## config.mk

```make
export PLATFORM = sky130hd
export DESIGN_NAME = mem_ctrl
export DESIGN_NICKNAME = d
export VERILOG_FILES = /design/src/rtl/mem_ctrl.sv
export SDC_FILE = /design/constraint.sdc
export NUM_CORES = 1
export LEC_CHECK = 0
export ABC_AREA = 1
export CORE_AREA = 8 8 158 160
export DETAILED_ROUTE_END_ITERATION = 6
export DIE_AREA = 0 0 166 168
export PLACE_DENSITY = 0.65
export SYNTH_ARGS = -nofsm -noshare
export SYNTH_HDL_FRONTEND = slang
export SYNTH_SLANG_ARGS = --single-unit
```

## constraint.sdc

```tcl
create_clock -name clk -period 1.4 [get_ports clk]
set_input_delay 0.35 -clock clk [delete_from_list [all_inputs] [get_ports clk]]
set_output_delay 0.35 -clock clk [all_outputs]
set_load 0.02 [all_outputs]
```

## src/rtl/mem_ctrl.sv

```systemverilog
// mem_ctrl: single-outstanding block memory controller arbitrating icache and dcache refills/writes
module mem_ctrl #(
    parameter int MEM_LATENCY      = 4,
    parameter int BLOCK_ADDR_WIDTH = 29,
    parameter int BLOCK_WIDTH      = 64
) (
    input  logic                        clk,
    input  logic                        rst,
    input  logic                        icache_req_valid,
    input  logic [BLOCK_ADDR_WIDTH-1:0] icache_req_block_addr,
    output logic                        icache_req_ready,
    input  logic                        icache_flush,
    output logic                        icache_resp_valid,
    output logic [BLOCK_WIDTH-1:0]      icache_resp_block_data,
    input  logic                        dcache_req_valid,
    input  logic                        dcache_req_type,
    input  logic [BLOCK_ADDR_WIDTH-1:0] dcache_req_block_addr,
    input  logic [BLOCK_WIDTH-1:0]      dcache_req_block_data,
    output logic                        dcache_req_ready,
    output logic                        dcache_resp_valid,
    output logic [BLOCK_WIDTH-1:0]      dcache_resp_block_data,
    output logic                        mem_en,
    output logic                        mem_we,
    output logic [BLOCK_ADDR_WIDTH-1:0] mem_addr,
    output logic [BLOCK_WIDTH-1:0]      mem_wdata,
    input  logic [BLOCK_WIDTH-1:0]      mem_rdata,
    output logic                        busy
);
    typedef enum logic [1:0] {IDLE, BUSY, RESP} state_t;
    localparam logic [7:0] LOAD = 8'(MEM_LATENCY - 1);
    state_t state, state_n;
    logic [7:0] cnt, cnt_n;
    logic drop, drop_n, own_d, own_d_n, lat_we, lat_we_n, ic_acc, dc_acc;
    logic [BLOCK_ADDR_WIDTH-1:0] lat_addr, lat_addr_n;
    logic [BLOCK_WIDTH-1:0] lat_data, lat_data_n;
    assign icache_req_ready = state == IDLE;
    assign dcache_req_ready = state == IDLE && !icache_req_valid;
    assign ic_acc = icache_req_valid && icache_req_ready;
    assign dc_acc = dcache_req_valid && dcache_req_ready;
    assign busy = state != IDLE;
    assign mem_en = state == BUSY && cnt == 8'd1;
    assign mem_we = mem_en && lat_we;
    assign mem_addr = lat_addr;
    assign mem_wdata = lat_data;
    assign icache_resp_valid = state == RESP && !own_d && !drop;
    assign dcache_resp_valid = state == RESP && own_d;
    assign icache_resp_block_data = mem_rdata;
    assign dcache_resp_block_data = mem_rdata;
    always_comb begin
        state_n = state;
        cnt_n = cnt;
        drop_n = drop;
        own_d_n = own_d;
        lat_we_n = lat_we;
        lat_addr_n = lat_addr;
        lat_data_n = lat_data;
        case (state)
            IDLE: if (ic_acc || dc_acc) begin
                state_n = BUSY;
                cnt_n = LOAD;
                own_d_n = !ic_acc;
                lat_we_n = !ic_acc && dcache_req_type;
                lat_addr_n = ic_acc ? icache_req_block_addr : dcache_req_block_addr;
                lat_data_n = ic_acc ? '0 : dcache_req_block_data;
                drop_n = ic_acc && icache_flush;
            end
            BUSY: begin
                cnt_n = cnt - 8'd1;
                state_n = cnt == 8'd1 ? RESP : BUSY;
                drop_n = drop || (icache_flush && !own_d);
            end
            RESP: begin
                state_n = IDLE;
                drop_n = 1'b0;
            end
            default: state_n = IDLE;
        endcase
    end
    always_ff @(posedge clk) begin
        if (rst) begin
            state <= IDLE;
            cnt <= '0;
            drop <= 1'b0;
            own_d <= 1'b0;
            lat_we <= 1'b0;
            lat_addr <= '0;
            lat_data <= '0;
        end else begin
            state <= state_n;
            cnt <= cnt_n;
            drop <= drop_n;
            own_d <= own_d_n;
            lat_we <= lat_we_n;
            lat_addr <= lat_addr_n;
            lat_data <= lat_data_n;
        end
    end
endmodule

```

### Yosys cells after proc, flatten, opt, wreduce, memory -nomap -nowiden

Index checks and enable logic that the tools add are counted.

| word-level totals | value |
|---|---|
| bits in registers | 106 |
| bits in latches | 0 |
| RAM bits | 0 |
| memory bits (read-only) | 0 |
| input bits | 192 |
| output and inout port bits | 228 |
| memories kept | 0 |

| operators by class | value |
|---|---|
| $add $sub $neg | 1 |
| multiply operators | 0 |
| div/mod/pow operators | 0 |
| $lt $le $gt $ge | 0 |
| eq/ne operators | 4 |
| shift operators | 0 |
| muxes and demuxes | 9 |
| bitwise operators | 0 |
| reductions and logical operators | 24 |

Operator list:

| kind | count |
|---|---|
| 2-to-1 mux 64 bit | 1 |
| 2-to-1 mux 29 bit | 1 |
| one-hot mux 8 bit (2 select lines) | 1 |
| logical AND 1 bit | 11 |
| equality test 8 x 1 -> 1 bit, second input constant | 1 |
| 2-to-1 mux 8 bit | 1 |
| subtractor 8 x 1 -> 8 bit, second input constant | 1 |
| AND reduction 2 bit | 3 |
| zero test 1 bit | 4 |
| 2-to-1 mux 2 bit | 2 |
| one-hot mux 2 bit (2 select lines) | 1 |
| nonzero test 2 bit | 2 |
| one-hot mux 1 bit (3 select lines) | 1 |
| nonzero test 3 bit | 1 |
| equality test 2 x 1 -> 1 bit, second input constant | 1 |
| equality test 2 bit, second input constant | 1 |
| zero test 2 bit | 1 |
| logical OR 1 bit | 2 |
| != test 2 x 1 -> 1 bit, second input constant | 1 |
| 2-to-1 mux 1 bit | 1 |

### Longest topological paths before layout

Gate-level depths: netlist of the first run.

| logic depth | value |
|---|---|
| depth after elaboration | 6 |
| depth in mapped cells | 10 |
| gate-level depth less buffers | 9 |

### Worst setup path before layout of the first run

No wires, ideal clock.

| timing | value |
|---|---|
| kind | register to register |
| start | register state[0] |
| end | register lat_data[42], in the netlist mem_wdata[42] |
| arrival | 1664 ps |
| setup slack | -335 ps |
| stages on the path, launching flop included | 11 |
| period minus slack after synthesis | 1735 ps |
| cells stage by stage | dfxtp_1 -> inv_1 -> ha_1 -> inv_2 -> nor2_4 -> nand2_2 -> inv_2 -> buf_6 -> buf_6 -> nand2_2 -> a21oi_2 |

| on the way | value |
|---|---|
| word-level cells in the longest chain between the ends | 5 |
| elaborated cells between the ends (all ways) | 7 |

Ends and longest elaborated chain:

| what | line | source |
|---|---|---|
| start: declaration | 31 | `state_t state, state_n;` |
| start signal: assignment | 89 | `state <= state_n;` |
| zero test 2 bit | 36 | `assign icache_req_ready = state == IDLE;` |
| via icache_req_ready | 11 | `output logic icache_req_ready,` |
| logical AND 1 bit | 37 | `assign dcache_req_ready = state == IDLE && !icache_req_valid;` |
| via dcache_req_ready | 19 | `output logic dcache_req_ready,` |
| logical AND 1 bit | 39 | `assign dc_acc = dcache_req_valid && dcache_req_ready;` |
| logical OR 1 bit | 58 | `IDLE: if (ic_acc \|\| dc_acc) begin` |
| AND reduction 2 bit (no line) | -- |  |
| end signal: assignment | 95 | `lat_data <= lat_data_n;` |
| end: declaration | 35 | `logic [BLOCK_WIDTH-1:0] lat_data, lat_data_n;` |

The timed path passes the listed nets, and every way through them passes these cells.
A chain may end at the register's enable or synchronous reset.

### Final worst setup path of the first run

| timing | value |
|---|---|
| start | register state[1] |
| end | register state[0] |

| on the way | value |
|---|---|
| word-level cells in the longest chain between the ends | 5 |
| elaborated cells between the ends (all ways) | 8 |

Ends and longest elaborated chain:

| what | line |
|---|---|
| zero test 2 bit | 36, 37, 57 |
| logical AND 1 bit | 37 |
| logical AND 1 bit | 39 |
| logical OR 1 bit | 58 |
| != test 2 x 1 -> 1 bit (no line) | -- |

Parallel ways exist; a longest one is shown, timed or not.

==> flow_summary.yaml, run 1 <==
place:
  io_buffers: 227
  dpl.hpwl_um: 12000
  place.gp.congestion: 0.745
  dpl_cell_area_mm2: 0.00707
  pre_cts_ws_ns: -0.631
  dp.cells: 1066
sta:
  max_slew_margin: 0.667
  slew_violations: 0
  finalSetupTns_ns: -27.36
  rsz0062_at_grt: "yes"
  worstMarginPinSlew_ns: 0.499
  clock_skew_ns: 0.0100
  fmax_mhz: 569
  setup_violations: 114
  fin_ws_ns: -0.358
  finalCriticalPeriod_ns: 1.76
  fin_crit_sh: 1.26
  hold_viol_final: 0
yosys:
  synth_warnings: 0
  ys_seq_area_frac: 0.409
  netlist_area_mm2: 0.00519
  syn_avg_cell_area_um2: 7.67
  syn_inst: 677
  syn-num-nets: 875
  synth-seq-cells: 106
  synth.distinct_cells: 23
layout:
  final_area_mm2: 0.00935
  diodes: 0
  final_common_cell: "clkdlybuf4s50_1"
  nets: 1039
  area_growth_pct: 80.1
  final_cell_mix: "126 x clkdlybuf4s50_1, 98 x dfxtp_1, 80 x nand2_1, 71 x nand2_4, 67 x a21oi_2"
  layout.cells.non_filler: 1131
  drive_gt1_frac: 0.559
clock_tree:
  clockBufferDepth: 2
  ctsHoldBuffers: 0
  clk_latency_ns: 0.35
  root_buffer: "clkbuf_16"
  cts.sinks: 106
  cts_made_buffers: 9
  clk_pin_slew_worst_paths_ns: 0.07
  cts_tree: "built"
  htreeDepth: 3
floorplanning:
  ios: 420
  die_y_um: 168
  initial_core_util: 0.232
  die_w_um: 166
  dieArea_mm2: 0.0279
  core-area_mm2: 0.0224
  rows: 55
global_routing:
  grt_pass1_vias: 5355
  grt_usage: 0.137
  grt_max_degree: 69
  grt_pass1_wl_um: 30300
  antenna_found_initial: 0
  grt_overflow_total: 0
detailed_routing:
  ant_nets: 0
  dr.pass1.iters: 4
  wl_per_cell_um: 18.2
  via_per_inst: 4.44
  num_vias: 5018
  drc: 0
  drtIter0Drc: 193
  drt-total-wl_um: 20500
pwr:
  p_total_mw: 11.1
  power_density_mw_per_mm2: 1180
  leakagePower_nw: 3.96
  peakVddDrop_mv: 0.516
worst_hold_path:
  hold_class: "flip-flop to flip-flop"
setup_path:
  critPathArrivalTime_ns: 1.97
  cpMaxStageDelayCell: "dfxtp_2"
  crit_buf_inv: 8
  cp.required_ns: 1.62
  critical-path-top-delay-family: "buffers and inverters"
  critPathMaxFanout: 8
  critPathLaunchType: "flip-flop"
  endpoint_kind: "flip-flop"
  cp_cell_sequence: "inv_2 -> buf_6 -> ha_4 -> buf_6 -> buf_6 -> o21ai_4 -> buf_6 -> inv_8 -> buf_12 -> buf_12 -> a21oi_2 -> a21oi_1"
  cpPeakStageDelay_ns: 0.35
  path_common_cell: "buf_6"
  worst-setup-path-type: "flip-flop to flip-flop"
run:
  maxCapViolCount: 0
outcome:
  status: "finished with violations"
  violations: "setup timing"
metal layers:
layer  GRT usage  share of wire  vias to the layer above  wire length, um
met5           0              0                        -                0
met4      0.0530          0.028                        0              578
met3      0.0610          0.090                       50             1840
met2       0.225           0.48                      226             9880
met1       0.154           0.40                     2352             8230
li1            -              -                     2390                -
layout make-up:
cell class,count,area [um^2]
Clock buffer,10,239
Clock inverter,6,96.3
Fill cell,2173,13000
Inverter,22,131
Multi-Input combinational cell,384,3110
Sequential cell,106,2130
Tap cell,285,357
Timing Repair Buffer,318,3280
worst min-delay path, cell delays in order (launching register included):
cell and delay [ns]:
dfxtp_1 0.32, nand2_2 0.06, a21oi_2 0.04
Yosys cell counts, drive strengths merged:
cell type  count  area (um^2)
nand2        211          822
buf          151         1120
dfxtp        106         2120
a21oi         72          398
o21ai         35          179
a31oi         31          194
inv           22         82.6
nor2          16         67.6
clkbuf        14         52.6
ha             6         75.1
nand3          6         30.0
nand4          3         18.8
nor3           2         10.0
o21a           1         7.51
xor2           1         8.76
report_power, final:
part | switching [mW] | internal (mW) | total [mW] | leakage, nW
clock network | 1.26 | 1.64 | 2.90 | 0.161
logic | 2.31 | 2.30 | 4.62 | 2.93
registers | 0.233 | 3.31 | 3.55 | 0.871
sequential cells by signal, indices dropped and copies added (netlist names):
signal	flops
mem_wdata	64
mem_addr	29
cnt	8
state	2
drop	1
lat_we	1
own_d	1
stage by stage:
| step | hold slack, ns | utilization |
|---|---|---|
| final | 0.461 | 0.418 |
| after global routing | 0.479 | 0.418 |
| after CTS | 0.460 | 0.400 |
| after detailed placement | 0.453 | 0.316 |
| after global placement | 0.451 | 0.316 |
| after floorplan | 0.444 | - |
timing repair:
item / in CTS / in global routing
endpoints found under the setup margin: 205 / 173
gates resized for setup: 481 / 306
pin swaps: 49 / 56
cloned: 21 / 3
setup buffers: 32 / 5
path summary, 6_finish.rpt:
kind | start | end | slack (ns) | cells past startpoint
min reg2reg | mem_wdata[45]$_SDFFE_PP0P_ | mem_wdata[45]$_SDFFE_PP0P_ | 0.46 | 2
min | mem_wdata[45]$_SDFFE_PP0P_ | mem_wdata[45]$_SDFFE_PP0P_ | 0.46 | 2
max | state[1]$_SDFFE_PP0P_ | state[0]$_SDFFE_PP0P_ | -0.36 | 12
max reg2reg | state[1]$_SDFFE_PP0P_ | state[0]$_SDFFE_PP0P_ | -0.36 | 12
logic make-up after synthesis:
group | count (synthesis) | share of synthesized area
and+or+nand+nor | 238 | 0.183
DFF | 106 | 0.409
adders and majority gates | 6 | 0.0145
xor gates and xnor gates | 1 | 0.00169
AOI/OAI and AO/OA | 139 | 0.150
buffers and inverters | 187 | 0.242
(Power assumes the default switching activity.)
==> inputs of run 2 (changes only) <==
Settings changed: SKIP_CTS_REPAIR_TIMING set to 1.
==> flow_summary.yaml, run 2 (synthesis results as in run 1) <==
place:
  pre_cts_ws_ns: -0.631
  dpl.hpwl_um: 12000
  dpl_cell_area_mm2: 0.00707
  io_buffers: 227
  place.gp.congestion: 0.745
  dp.cells: 1066
detailed_routing:
  ant_nets: 0
  wl_per_cell_um: 17.8
  dr.pass1.iters: 6
  num_vias: 4859
  drt-total-wl_um: 19900
  drc: 0
  drtIter0Drc: 165
  via_per_inst: 4.33
layout:
  largest_reg_flops: 64
  final_area_mm2: 0.00929
  nets: 1029
  final_cell_mix: "126 x clkdlybuf4s50_1, 102 x nand2_1, 101 x dfxtp_1, 91 x dlymetal6s2s_1, 64 x nand2_4"
  diodes: 0
  final_common_cell: "clkdlybuf4s50_1"
  area_growth_pct: 79.0
  layout.cells.non_filler: 1121
  drive_gt1_frac: 0.367
worst_hold_path:
  whs_path_depth: 2
  hold_class: "flip-flop to flip-flop"
clock_tree:
  clk_pin_slew_worst_paths_ns: 0.08
  htreeDepth: 3
  cts_tree: "built"
  clk_latency_ns: 0.35
  cts.sinks: 106
  clockBufferDepth: 2
  root_buffer: "clkbuf_16"
  cts_made_buffers: 9
floorplanning:
  dieArea_mm2: 0.0279
  rows: 55
  die_w_um: 166
  initial_core_util: 0.232
  ios: 420
  die_y_um: 168
  core-area_mm2: 0.0224
sta:
  max_slew_margin: 0.678
  slew_violations: 0
  finalCriticalPeriod_ns: 1.87
  fin_crit_sh: 1.34
  fmax_mhz: 534
  fin_ws_ns: -0.472
  timing.hold.ws_ns: 0.462
  clock_skew_ns: 0.00893
  rsz0062_at_grt: "yes"
  finalSetupTns_ns: -25.37
  worstMarginPinSlew_ns: 0.483
  hold_viol_final: 0
  setup_violations: 112
setup_path:
  path_common_cell: "nor2_4"
  r2r-end: "mem_wdata[51]$_SDFFE_PP0P_"
  cp.required_ns: 1.05
  critPathMaxFanout: 3
  r2r-start: "state[1]$_SDFFE_PP0P_"
  reg2reg_depth: 13
  endpoint_kind: "output port"
  critPathArrivalTime_ns: 1.52
  worst-setup-path-type: "flip-flop to output port"
  setup.worst_path.start: "cnt[2]$_SDFFE_PP0P_"
  cpMaxStageDelayCell: "dfxtp_2"
  rrSetupSlack_ns: -0.33
  critPathLaunchType: "flip-flop"
  cp_cell_sequence: "inv_2 -> nand2_4 -> nor2_4 -> nand4_1 -> buf_4 -> nor2_4 -> buf_6"
  cpPeakStageDelay_ns: 0.33
  crit_path_end: "mem_we"
pwr:
  pwr-share-seq: 0.332
  power_density_mw_per_mm2: 1120
  peakVddDrop_mv: 0.531
  intPower_mw: 7.00
  leakagePower_nw: 5.17
  p_sw_mw: 3.45
  pwr-share-comb: 0.390
  clkPwrFrac: 0.278
  netSwitchingFraction: 0.330
global_routing:
  grt_usage: 0.112
  antenna_found_initial: 0
  grt_overflow_total: 0
  grt_pass1_wl_um: 25300
  grt_max_degree: 69
  grt_pass1_vias: 4784
run:
  maxCapViolCount: 0
outcome:
  violations: "setup timing"
  status: "finished with violations"
## run 2: worst min path at each step
stage                                           from                    endpoint  slack, ns
after floorplan                  lat_we$_SDFFE_PP0P_         lat_we$_SDFFE_PP0P_       0.44
after global placement    mem_wdata[19]$_SDFFE_PP0P_  mem_wdata[19]$_SDFFE_PP0P_       0.45
after detailed placement  mem_wdata[33]$_SDFFE_PP0P_  mem_wdata[33]$_SDFFE_PP0P_       0.45
after CTS                 mem_wdata[33]$_SDFFE_PP0P_  mem_wdata[33]$_SDFFE_PP0P_       0.47
after global routing      mem_wdata[27]$_SDFFE_PP0P_  mem_wdata[27]$_SDFFE_PP0P_       0.48
final                     mem_wdata[60]$_SDFFE_PP0P_  mem_wdata[60]$_SDFFE_PP0P_       0.46
## run 2: stage by stage
step / power [mW] / utilization
floorplan: 5.36 / -
global placement: 6.23 / 0.316
detailed placement: 6.26 / 0.316
CTS: 9.25 / 0.331
global route: 11.0 / 0.415
finish: 10.4 / 0.415
## run 2: routing by layer
| layer | global-route usage | wire [um] | up-vias |
|---|---|---|---|
| met5 | 0 | 0 | - |
| met4 | 0.0474 | 450 | 0 |
| met3 | 0.0645 | 1770 | 41 |
| met2 | 0.178 | 9500 | 213 |
| met1 | 0.120 | 8190 | 2242 |
| li1 | - | - | 2363 |
## run 2: cell type report
class | count | area [um^2]
fill | 2156 | 13100
timing repair buffer | 307 | 3600
multi-input combinational | 384 | 2730
sequential | 106 | 2130
tap | 285 | 357
clock buffer | 10 | 239
inverter | 22 | 121
clock inverter | 6 | 96.3
timing repair inverter | 1 | 16.3
## run 2: worst max-delay path: cells and delay by family, from the launching register on
family	cells	cell delay [ns]
simple gates	4	0.44
buf+inv	3	0.39
flops	1	0.33
## run 2: power groups by stage
| stage | Sequential, mW | Clock, mW | Combinational (mW) |
|---|---|---|---|
| 5_1_grt | 3.51 | 3.15 | 4.34 |
| 6_report | 3.47 | 2.91 | 4.07 |
| 4_1_cts | 3.45 | 3.05 | 2.75 |
| 2_1_floorplan | 3.79 | 0 | 1.57 |
| 3_5_place_dp | 3.52 | 0 | 2.74 |
| 3_3_place_gp | 3.50 | 0 | 2.73 |
